### src/rtl/soda_pkg.sv
// rtl/soda_pkg.sv - shared soda-machine datapath constants and arbiter state encoding
package soda_pkg;

    localparam int N_REQ = 8;
    localparam int SEL_W = 3;

    typedef enum logic {
        ST_IDLE  = 1'b0,
        ST_GRANT = 1'b1
    } arb_state_t;

endpackage

### src/rtl/rr_pick.sv
// rtl/rr_pick.sv - combinational round-robin winner pick over 8 requesters
//
// Ports:
//   req  in  [N_REQ-1:0]  request lines
//   base in  [SEL_W-1:0]  highest-priority index for this pick
//   any  out              at least one request is set
//   idx  out [SEL_W-1:0]  winning index (first set bit scanning base, base+1, ... mod 8)
module rr_pick
    import soda_pkg::*;
(
    input  logic [N_REQ-1:0] req,
    input  logic [SEL_W-1:0] base,
    output logic             any,
    output logic [SEL_W-1:0] idx
);

    logic [2*N_REQ-1:0] dbl;
    logic [N_REQ-1:0]   rot;
    logic [SEL_W-1:0]   off;

    // Doubling the vector turns the right-rotate into a plain shift.
    always_comb begin
        dbl = {req, req} >> base;
        rot = dbl[N_REQ-1:0];
    end

    // Lowest set bit of the rotated vector; scanning downwards lets the
    // lowest index overwrite higher ones.
    always_comb begin
        off = '0;
        for (int i = N_REQ - 1; i >= 0; i--) begin
            if (rot[i]) begin
                off = SEL_W'(i);
            end
        end
    end

    assign any = |req;
    assign idx = base + off;

endmodule

### src/rtl/mux_rr_arbiter.sv
// rtl/mux_rr_arbiter.sv - round-robin arbiter sharing one 8:1 func_mux with bounded hold
//
// Ports:
//   clk      in        rising-edge clock
//   rst_n    in        asynchronous active-low reset
//   req      in  [7:0] per-requester request; req[i] maps to mux input x_i
//   done     in  [7:0] release strobe; only done[sel] is honoured while granted
//   sel      out [2:0] registered mux select, drives func_mux.sel
//   gnt      out [7:0] registered one-hot grant, zero when idle
//   busy     out       high while a grant is held
//   timeout  out       one-cycle pulse when a grant is force-released at MAX_HOLD
module mux_rr_arbiter
    import soda_pkg::*;
#(
    parameter int MAX_HOLD = 15,
    parameter int HOLD_W   = 4
) (
    input  logic             clk,
    input  logic             rst_n,
    input  logic [N_REQ-1:0] req,
    input  logic [N_REQ-1:0] done,
    output logic [SEL_W-1:0] sel,
    output logic [N_REQ-1:0] gnt,
    output logic             busy,
    output logic             timeout
);

    arb_state_t       state, state_n;
    logic [SEL_W-1:0] ptr, ptr_n;
    logic [SEL_W-1:0] sel_n;
    logic [N_REQ-1:0] gnt_n;
    logic [HOLD_W-1:0] hold_cnt, hold_n;
    logic             timeout_n;

    logic             pick_any;
    logic [SEL_W-1:0] pick_idx;

    rr_pick u_pick (
        .req  (req),
        .base (ptr),
        .any  (pick_any),
        .idx  (pick_idx)
    );

    always_ff @(posedge clk or negedge rst_n) begin
        if (!rst_n) begin
            state    <= ST_IDLE;
            ptr      <= '0;
            sel      <= '0;
            gnt      <= '0;
            hold_cnt <= '0;
            timeout  <= 1'b0;
        end else begin
            state    <= state_n;
            ptr      <= ptr_n;
            sel      <= sel_n;
            gnt      <= gnt_n;
            hold_cnt <= hold_n;
            timeout  <= timeout_n;
        end
    end

    always_comb begin
        state_n   = state;
        ptr_n     = ptr;
        sel_n     = sel;
        gnt_n     = gnt;
        hold_n    = hold_cnt;
        timeout_n = 1'b0;
        case (state)
            ST_IDLE: begin
                gnt_n = '0;
                if (pick_any) begin
                    state_n = ST_GRANT;
                    sel_n   = pick_idx;
                    gnt_n   = N_REQ'(1) << pick_idx;
                    hold_n  = '0;
                end
            end
            ST_GRANT: begin
                hold_n = hold_cnt + 1'b1;
                // Normal release outranks the forced one, so a done arriving
                // on the last allowed cycle never raises timeout.
                if (done[sel] || !req[sel] || (hold_cnt == HOLD_W'(MAX_HOLD - 1))) begin
                    timeout_n = !(done[sel] || !req[sel]);
                    state_n   = ST_IDLE;
                    gnt_n     = '0;
                    ptr_n     = sel + 3'd1;
                    hold_n    = '0;
                end
            end
            default: begin
                state_n = ST_IDLE;
                gnt_n   = '0;
            end
        endcase
    end

    assign busy = (state == ST_GRANT);

endmodule

### config.mk
export PLATFORM = sky130hd
export DESIGN_NAME = mux_rr_arbiter
export DESIGN_NICKNAME = d
export VERILOG_FILES = /design/src/rtl/soda_pkg.sv /design/src/rtl/rr_pick.sv /design/src/rtl/mux_rr_arbiter.sv
export SDC_FILE = /design/constraint.sdc
export NUM_CORES = 1
export LEC_CHECK = 0
export BUFFER_PORTS_ARGS = -buffer_cell sky130_fd_sc_hd__buf_4
export CORE_ASPECT_RATIO = 1.1
export CORE_MARGIN = 5
export CORE_UTILIZATION = 56
export CTS_CLUSTER_SIZE = 16
export DETAILED_ROUTE_END_ITERATION = 12
export GPL_TIMING_DRIVEN = 0
export PLACE_DENSITY = 0.79
export SETUP_SLACK_MARGIN = 0.02
export SLEW_MARGIN = 20
export SYNTH_ARGS = -nofsm -noshare
export SYNTH_HDL_FRONTEND = slang
export SYNTH_SLANG_ARGS = --single-unit
### constraint.sdc
create_clock -name clk -period 6.3 [get_ports clk]
set_input_delay 1.575 -clock clk [delete_from_list [all_inputs] [get_ports clk]]
set_output_delay 1.575 -clock clk [all_outputs]
set_load 0.005 [all_outputs]
Word-level counts from Yosys, hierarchy flattened. Index checks and enable logic that the tools add are counted.

$add $sub $neg: 3. Magnitude comparators: 1. Equality and inequality tests: 3. Shifts and indexed selects: 2. Muxes and demuxes: 23. Bitwise logic cells: 1. Reduce and logical (&&, ||, !) cells: 7.

Operator list (number): $mux W3 (8); $mux W8 (2); $pmux W8 S2 (1); $shr A16 B3 Y8 (1); $mux W4 (2); $pmux W4 S2 (1); $reduce_or A8 Y1 (1); $shl A1 B3 Y8 const A (1); $bmux W1 S3 (2); $mux W1 (6); $add A4 B1 Y4 const B (1); $eq A4 B4 Y1 const B (1); $lt A3 B4 Y1 const B (1); $reduce_and A2 Y1 (2); $add A3 B1 Y3 const B (1); $add A3 B3 Y3 (1); $logic_not A1 Y1 (2); $logic_or A1 B1 Y1 (2); $ne A2 B1 Y1 const B (1); $ne A2 B2 Y1 const B (1); $pmux W1 S2 (1); $not A1 Y1 (1).

Register bits after elaboration: 20. Bits of input ports: 18. Output and inout port bits: 13.

Depth between registers and ports, before layout. Gate-level depths: netlist of run 1.

Depth after elaboration: 13. Gate-level depth with buffers: 15.

Modules after synthesis. A second synthesis of run 1 with hierarchy kept.

Cells, all modules: 141. Area total of the unflattened synthesis: 1539.0 µm².

Modules (own cells, without submodules): mux_rr_arbiter (instances 1, cells an instance 91, area an instance 1019.7 µm²); rr_pick (instances 1, cells an instance 50, area an instance 519.2 µm²).

Least setup slack after synthesis of run 1. Ideal clock, no wire load.

Path type: in2reg. Start point: input req[5]. End point: register gnt[0]. Setup time: 0.080 ns. Data arrival time: 4.302 ns. Required time: 6.220 ns. Slack: 1.918 ns. Stages on the path: 13. Cells stage by stage: buf_2 > mux4_2 > nor2b_1 > nor3_1 > nor2_1 > o31ai_1 > ha_1 > inv_1 > fa_1 > xnor2_1 > and4_1 > o2111ai_1 > o211ai_2.

Longest elaborated chain between the ends: 13. Elaborated cells between the ends (all ways): 20. Those cells by class: add/sub (1); eq/ne (1); shift (2); mux (12); reduce/logical (4).

RTL lines: from (decl) (line mux_rr_arbiter.sv:20) `input logic [N_REQ-1:0] req,`; $shr A16 B3 Y8 (line rr_pick.sv:23) `dbl = {req, req} >> base;`; $mux W3 (8 in a row) (line rr_pick.sv:32) `if (rot[i]) begin`; $add A3 B3 Y3 (line rr_pick.sv:39) `assign idx = base + off;`; $shl A1 B3 Y8 (line mux_rr_arbiter.sv:76) `gnt_n = N_REQ'(1) << pick_idx;`; $mux W8 (line mux_rr_arbiter.sv:73) `if (pick_any) begin`; $pmux W8 S2 (line mux_rr_arbiter.sv:70) `case (state)`; to (signal assigned) (line mux_rr_arbiter.sv:57) `gnt <= gnt_n;`; to (decl) (line mux_rr_arbiter.sv:23) `output logic [N_REQ-1:0] gnt,`.

Parallel ways exist; a longest one is shown, timed or not. The select of a mux whose other input is x is not followed. A chain may end at the register's enable or synchronous reset.

Final worst setup path of run 1.
Start point: input req[5]. End point: register gnt[1].

The elaborated chain is that of the path after synthesis.

==> summary.txt, run 1 <==
Floorplanning
  – Die Y: 72.2 um
  – Rows: 22
  – Die Area: 0.00481 mm^2
  – Area of the core: 0.00336 mm^2
  – Top-Level Pins: 31
  – Overall die width: 66.6 um
  – Initial Utilization: 58.7%

CTS
  – Cts repair resizes: 0
  – CTS tree: yes
  – CTS Hold Buffers Added: 0
  – Clk Latency, worst-skew pair: 0.31 ns
  – Clock transition at the registers of the reported paths: 0.11 ns
  – Post-CTS setup buffers: 0
  – Clk sinks: 20
  – CTS Root Cell: clkbuf_4
  – TritonCTS Buffers: 3
  – H-tree Lvls: 1
  – Clock tree buffer depth: 2

Job
  – Max Cap Viol: 0

Detailed routing
  – DRT Pass-1 Iters: 4
  – Post-route ant nets: 0
  – Routed WL: 4750 um
  – Drt drc: 0
  – Vias: 1813
  – Post-DR vias/cell: 6.32
  – WL per Instance: 16.6 um
  – Initial DRC count: 118

Synthesis
  – Flops & latches, synth: 20
  – Dominant cells by area after synthesis: dfrtp_1, mux4_2, o211ai_2
  – Syn Area/Cell: 9.48 um^2
  – Leading area contributor after synthesis: dfrtp_1
  – Prevailing post-synth register cell: dfrtp_1
  – FFs w/ async S/R, synth: 100%
  – Post-synthesis sequential area ratio: 25.4%
  – Compound-Gate Fraction of Synth Area: 22.0%
  – Post-synth EDFFs: 0
  – Post-Syn Area: 0.00197 mm^2
  – XOR/XNOR Fraction of Synth Area: 1.33%
  – Synthesis Warnings: 0
  – Largest family of logic cells by synthesized area: compound AO/OA/AOI/OAI gates
  – Synthesized instance count: 208
  – Synth Area in Simple Gates: 20.5%
  – Syn_nets: 231
  – Synth top area share: 25.4%
  – Cell variety after synth: 46
  – Post-Synth Adder-Cell Area: 3.55%
  – Post-synthesis mux area share: 18.5%

Power
  – Clock power frac: 9.3%
  – Pint: 0.000579 W
  – Sw Pwr: 0.000566 W
  – Max VDD drop: 0.278 mV
  – P_leak: 1.00 nW
  – Seq pwr share: 17.7%
  – Combinational Power Share: 73.0%
  – Pwr Density: 501 mW/mm^2
  – Net Sw Frac: 49.4%

Cells and area
  – Most common cell after layout, fill and taps aside: buf_4
  – Area of the multi-input gates: 0.00130 mm^2
  – Area growth syn-to-layout: 16.0%
  – Layout cells sized above 1: 32.2%
  – Final #Nets: 263
  – # diodes: 0
  – Fin util: 68.1%
  – Design area: 0.00229 mm^2
  – Most frequent cells in the layout: buf_4, dfrtp_1, nand2_1
  – Reg area: 500 um^2
  – Fill cell count: 288

Placement
  – GPL Wtd Cong: 0.894
  – # port buffers: 27
  – Post-DP HPWL: 3570 um
  – Cell area after placement: 0.00223 mm^2

STA
  – # setup viols final: 0
  – Final worst path period share: 74.7%
  – Final min period: 4.71 ns
  – Worst-Margin Slew: 0.723 ns
  – Fmax: 213 MHz
  – Hold Vio Cnt, Final: 0
  – Relative slew slack: 51.4%
  – Hold slack: 0.565 ns
  – Pins Over Slew Limit: 0
  – Setup TNS: 0 ns
  – Setup Skew: 0.0125 ns
  – RSZ-0062 raised after global routing: false

Setup path
  – Max FO, Critical Path: 10
  – CP Capture Type: register
  – Critical Path Source Type: primary input
  – Worst R2R Setup Slack: 2.44 ns
  – Worst EP arrival: 4.94 ns
  – Critical path class: primary input to register
  – Worst EP required: 6.53 ns

Global routing
  – Pin count of the biggest net entering global routing: 21
  – Antenna violations before repair: 0
  – First-pass GRT wire length: 8070 um
  – GRT overflow: 0
  – Vias in the first global route: 1706
  – GR Util All Layers: 21.4%

Worst hold path
  – Worst hold path class: register to register

Status
  – Run status: completed
[power groups by stage]
stage          clock (W)  combinational, W  sequential (W)
3_5_place_dp           0          0.000825        0.000205
2_1_floorplan          0          0.000642        0.000199
3_3_place_gp           0          0.000815        0.000203
5_1_grt         0.000114          0.000921        0.000208
6_report        0.000107          0.000836        0.000203
4_1_cts         0.000108          0.000828        0.000203
[flip-flops by register name, indices dropped and copies added, names as in the netlist]
| name | count |
|---|---|
| gnt | 8 |
| hold_cnt | 4 |
| ptr | 3 |
| sel | 3 |
| busy | 1 |
| timeout | 1 |
[Yosys cell counts, types with 5 or more instances]
master and count:
buf_2 12, o211ai_2 9, o2111ai_1 9, inv_1 10
clkbuf_1 6, nand4_1 11, nor2_1 14, a21oi_1 5
mux4_2 11, o21ai_0 7, nor4_1 5, dfrtp_1 20
nand2_1 19, nor3_1 8
[final timing paths]
check,to,cells after the start,start
max,gnt[1],14,req[5]
min,gnt[0],2,gnt[0]
max reg2reg,gnt[1],12,ptr[0]
min reg2reg,gnt[0],2,gnt[0]
max in group asynchronous,gnt[2],1,rst_n
min in group asynchronous,hold_cnt[2],1,rst_n
[metal layers]
layer  track usage, %  vias to the layer above  part of all wire [%]
li1                 -                      877                     -
met5                0                        -                     0
met2             31.7                       64                    48
met1             32.0                      864                    45
met4             5.64                        0                   1.5
met3             4.02                        8                   5.5
[cell families (layout without fill, tap and decap cells)]
family                     Yosys count  in the layout
AOI/OAI and AO/OA                   50             50
xor gates and xnor gates             3              3
adders and majority gates            5              5
buffers and inverters               34             65
DFF                                 20             20
muxes                               19             19
and+or+nand+nor                     77             77
[critical path: stages]
cell and delay [ns]:
buf_4 0.08, buf_2 0.19, nor2b_1 0.26, o32ai_1 0.14
a2111oi_0 0.41, nor4_1 0.10, o31ai_1 0.36, ha_1 0.22
inv_1 0.05, fa_1 0.41, xnor2_1 0.60, and4_1 0.27
o2111ai_1 0.14, o211ai_2 0.12
[stage by stage]
stage	power, W	cells	setup WS [ns]
after global routing	0.00124	287	1.44
after CTS	0.00114	287	1.65
after detailed placement	0.00103	283	1.32
after floorplan	0.000841	208	1.92
final	0.00115	287	1.59
after global placement	0.00102	283	1.31
[cell type report]
class / instances / area share (%)
Inverter: 12 / 2.19
Buffer: 22 / 5.42
Multi-Input combinational cell: 154 / 56.7
Timing Repair Buffer: 27 / 8.86
Sequential cell: 20 / 21.9
Clock inverter: 1 / 1.31
Clock buffer: 3 / 0.985
Tap cell: 48 / 2.63
Note: power is estimated with default switching activity, not from simulation.
==> run 2, diff against run 1 <==
--- a/config.mk
+++ b/config.mk
@@ -5,14 +5,15 @@
 export SDC_FILE = /design/constraint.sdc
 export NUM_CORES = 1
 export LEC_CHECK = 0
+export ABC_AREA = 1
 export BUFFER_PORTS_ARGS = -buffer_cell sky130_fd_sc_hd__buf_4
 export CORE_ASPECT_RATIO = 1.1
 export CORE_MARGIN = 5
-export CORE_UTILIZATION = 56
+export CORE_UTILIZATION = 49
 export CTS_CLUSTER_SIZE = 16
 export DETAILED_ROUTE_END_ITERATION = 12
 export GPL_TIMING_DRIVEN = 0
-export PLACE_DENSITY = 0.79
+export PLACE_DENSITY = 0.75
 export SETUP_SLACK_MARGIN = 0.02
 export SLEW_MARGIN = 20
 export SYNTH_ARGS = -nofsm -noshare
==> constraint.sdc (replaced) <==
create_clock -name clk -period 4 [get_ports clk]
set_input_delay 1 -clock clk [delete_from_list [all_inputs] [get_ports clk]]
set_output_delay 1 -clock clk [all_outputs]
set_load 0.005 [all_outputs]
==> run 2 against run 1 <==
  * Area after synthesis is 21% lower
  * Utilization is 7.3 points lower
  * Sequential share of layout area is 5.1 points higher
  * Via count is 19% lower
  * Die area is 8.8% lower
  * Cell count is 1.7% lower
  * Sequential power is 67% higher
  * Global-route usage is 4.2 points lower
  * Register-to-register slack worse by 1.3 ns
  * Clock-buffer cell count is 1 higher
  * Largest power group unchanged
==> summary.txt, run 2 <==
Status
  – Run status: completed

Power
  – Pwr Density: 808 mW/mm^2 (+61%)
  – Max VDD drop: 0.470 mV (+69%)
  – P_leak: 0.979 nW (-2.3%)

Setup path
  – CP Capture Type: register
  – Critical Path Source Type: primary input
  – Max FO, Critical Path: 6 (-4)
  – Critical path class: primary input to register
  – Worst EP arrival: 3.24 ns (-1.70 ns)
  – Worst EP required: 4.21 ns (-2.32 ns)

CTS
  – H-tree Lvls: 1 (unchanged)
  – CTS Root Cell: clkbuf_4
  – CTS tree: yes
  – Clock transition at the registers of the reported paths: 0.11 ns (about the same)
  – Clk Latency, worst-skew pair: 0.30 ns (about the same)
  – Cts repair resizes: 0 (unchanged)
  – TritonCTS Buffers: 3 (unchanged)
  – Clk sinks: 20 (unchanged)
  – Clock tree buffer depth: 2 (unchanged)
  – CTS Hold Buffers Added: 0 (unchanged)
  – Post-CTS setup buffers: 0 (unchanged)

Synthesis
  – Post-synth EDFFs: 0 (unchanged)
  – Flops & latches, synth: 20 (unchanged)
  – Most frequent cell after synthesis: nand2_1
  – Dominant cells by area after synthesis: dfrtp_1, nand2_1, nand3_1
  – FFs w/ async S/R, synth: 100% (unchanged)
  – Synth Area in Simple Gates: 50.4% (+30 points)
  – Leading area contributor after synthesis: dfrtp_1
  – Largest family of logic cells by synthesized area: simple AND/OR/NAND/NOR gates
  – Synthesis Warnings: 0 (unchanged)
  – Synthesized instance count: 214 (+2.9%)
  – Prevailing post-synth register cell: dfrtp_1
  – Post-Syn Area: 0.00155 mm^2 (-21%)
  – Compound-Gate Fraction of Synth Area: 4.20% (-18 points)
  – Synth top cells by count: nand2_1, nand3_1, dfrtp_1
  – Post-Synth Adder-Cell Area: 4.52% (+0.97 points)
  – Post-synthesis sequential area ratio: 32.3% (+6.9 points)
  – Synth top area share: 32.3% (+6.9 points)
  – Syn_nets: 237 (+2.6%)
  – Cell variety after synth: 28 (-39%)
  – XOR/XNOR Fraction of Synth Area: 2.26% (+0.93 points)
  – Syn Area/Cell: 7.24 um^2 (-24%)
  – Post-synthesis mux area share: 0% (-18 points)

Cells and area
  – Most frequent cells in the layout: nand2_1, nand3_1, buf_4
  – Layout cells sized above 1: 29.0% (-3.2 points)
  – Largest Register: gnt
  – Area of the multi-input gates: 951 um^2 (-27%)
  – Final #Nets: 272 (+3.4%)
  – # diodes: 0 (unchanged)
  – Post-route insts no fill: 282 (-1.7%)
  – Design area: 0.00185 mm^2 (-19%)
  – Fill cell count: 295 (+2.4%)
  – Top Registers: gnt x8, hold_cnt x4
  – Most common cell after layout, fill and taps aside: nand2_1
  – Reg area: 500 um^2 (unchanged)
  – Area growth syn-to-layout: 19.6%
  – Max reg flops: 8 (unchanged)

Floorplanning
  – Rows: 21 (-4.5%)
  – Overall die width: 63.6 um (-4.5%)
  – Area of the core: 0.00305 mm^2 (-9.2%)
  – Top-Level Pins: 31 (unchanged)
  – Initial Utilization: 50.8% (-7.9 points)
  – Die Area: 0.00439 mm^2 (-8.8%)
  – Die Y: 69.0 um (-4.5%)

Global routing
  – GR Util All Layers: 17.1% (-4.2 points)
  – First-pass GRT wire length: 6020 um (-25%)
  – Pin count of the biggest net entering global routing: 21 (unchanged)
  – Antenna violations before repair: 0 (unchanged)
  – GRT overflow: 0 (unchanged)
  – Vias in the first global route: 1398 (-18%)

Detailed routing
  – Drt drc: 0 (unchanged)
  – Initial DRC count: 91 (-23%)
  – Post-route ant nets: 0 (unchanged)
  – DRT Pass-1 Iters: 4 (unchanged)
  – Vias: 1464 (-19%)
  – Post-DR vias/cell: 5.19 (-18%)
  – WL per Instance: 12.0 um (-28%)
  – Routed WL: 3380 um (-29%)

STA
  – Final worst path period share: 75.8%
  – Setup Skew: 0.00432 ns (-0.00819 ns)
  – Fin worst setup slack: 0.969 ns (-0.626 ns)
  – Fmax: 330 MHz
  – # setup viols final: 0 (unchanged)
  – Setup TNS: 0 ns (unchanged)
  – Hold Vio Cnt, Final: 0 (unchanged)
  – Relative slew slack: 70.4% (+19 points)
  – Final min period: 3.03 ns
  – Worst-Margin Slew: 0.444 ns (-0.279 ns)
  – RSZ-0062 raised after global routing: false
  – Pins Over Slew Limit: 0 (unchanged)

Placement
  – Placed cells: 278 (-1.8%)
  – # port buffers: 30 (+11%)
  – Cell area after placement: 0.00182 mm^2 (-19%)
  – Post-DP HPWL: 2660 um (-26%)
  – Dpl ws: 0.619 ns (-0.698 ns)
  – GPL Wtd Cong: 0.825 (-7.7%)

Job
  – Max Cap Viol: 0 (unchanged)

Worst hold path
  – Worst hold path class: register to register
run 2: changes by cell type after synthesis, moves of 5 or more:
cell       before  now
clkbuf_1        6    0
nor3_1          8    1
o2111ai_1       9    0
o211ai_2        9    0
nand2_2         0   17
buf_2          12    0
nand3_2         0    6
nand3_1         3   36
nand3b_1        1    6
mux4_2         11    0
nor4_1          5    0
nand4_1        11    0
nand2_1        19   68
run 2: critical path, stage by stage:
cell and delay (ns):
buf_4 0.13, nand2_1 0.10, nand3_2 0.09, nand2_2 0.09, nand2_1 0.05, nand2_1 0.06
nand2_1 0.04, nand2_1 0.05, nand2_1 0.04, nand2_1 0.05, nand2_1 0.04, a21boi_0 0.18
ha_1 0.18, inv_1 0.05, fa_1 0.36, xor2_1 0.26, inv_1 0.12, nand3_4 0.14
nand2_4 0.07, nand2_1 0.06, nand2_1 0.05
run 2: worst paths after layout:
| kind | from | endpoint | slack, ns | cells after the start |
|---|---|---|---|---|
| max | req[5] | gnt[0] | 0.97 | 21 |
| min | gnt[6] | gnt[6] | 0.49 | 2 |
| max reg2reg | ptr[0] | gnt[0] | 1.17 | 21 |
| min reg2reg | gnt[6] | gnt[6] | 0.49 | 2 |
| max in group asynchronous | rst_n | sel[1] | 3.25 | 1 |
| min in group asynchronous | rst_n | gnt[4] | 0.54 | 1 |
run 2: metal layers:
layer  vias up  part of all wire [%]  track usage (%)  wire length [um]
li1        763                     -                -                 -
met1       654                    46             21.4              1550
met2        40                    47             30.2              1590
met3         7                   5.4             2.43               182
met4         0                   1.8             6.49                60
met5         -                     0                0                 0
run 2: cells by family (layout without fill, tap and decap cells):
kind of cell | count (synthesis) | after routing
flops | 20 | 20
xor+xnor | 4 | 4
compound gates | 12 | 12
fa+ha+maj | 5 | 5
buf+inv | 19 | 53
simple gates | 154 | 154
run 2: where the power goes:
| group | total, W | switching (W) | internal [W] | leakage [nW] |
|---|---|---|---|---|
| clock network | 0.000117 | 0.0000609 | 0.0000556 | 0.0210 |
| logic | 0.00104 | 0.000648 | 0.000394 | 0.694 |
| registers | 0.000338 | 0.0000626 | 0.000276 | 0.264 |
| total | 0.00150 | 0.000771 | 0.000725 | 0.979 |
run 2: cell type report:
cell class	count	share of cell area [%]
clock buffer	4	1.96
tap	34	2.30
sequential	20	27.0
inverter	16	3.65
timing repair buffer	30	12.2
multi-input combinational	175	51.3
buffer	3	1.62
run 2: stage by stage:
| stage | total power, W | util [%] | hold slack (ns) |
|---|---|---|---|
| floorplan | 0.00114 | - | 0.472 |
| global placement | 0.00138 | 59.6 | 0.468 |
| detailed placement | 0.00139 | 59.6 | 0.466 |
| CTS | 0.00152 | 60.8 | 0.496 |
| global route | 0.00169 | 60.8 | 0.526 |
| finish | 0.00150 | 60.8 | 0.489 |
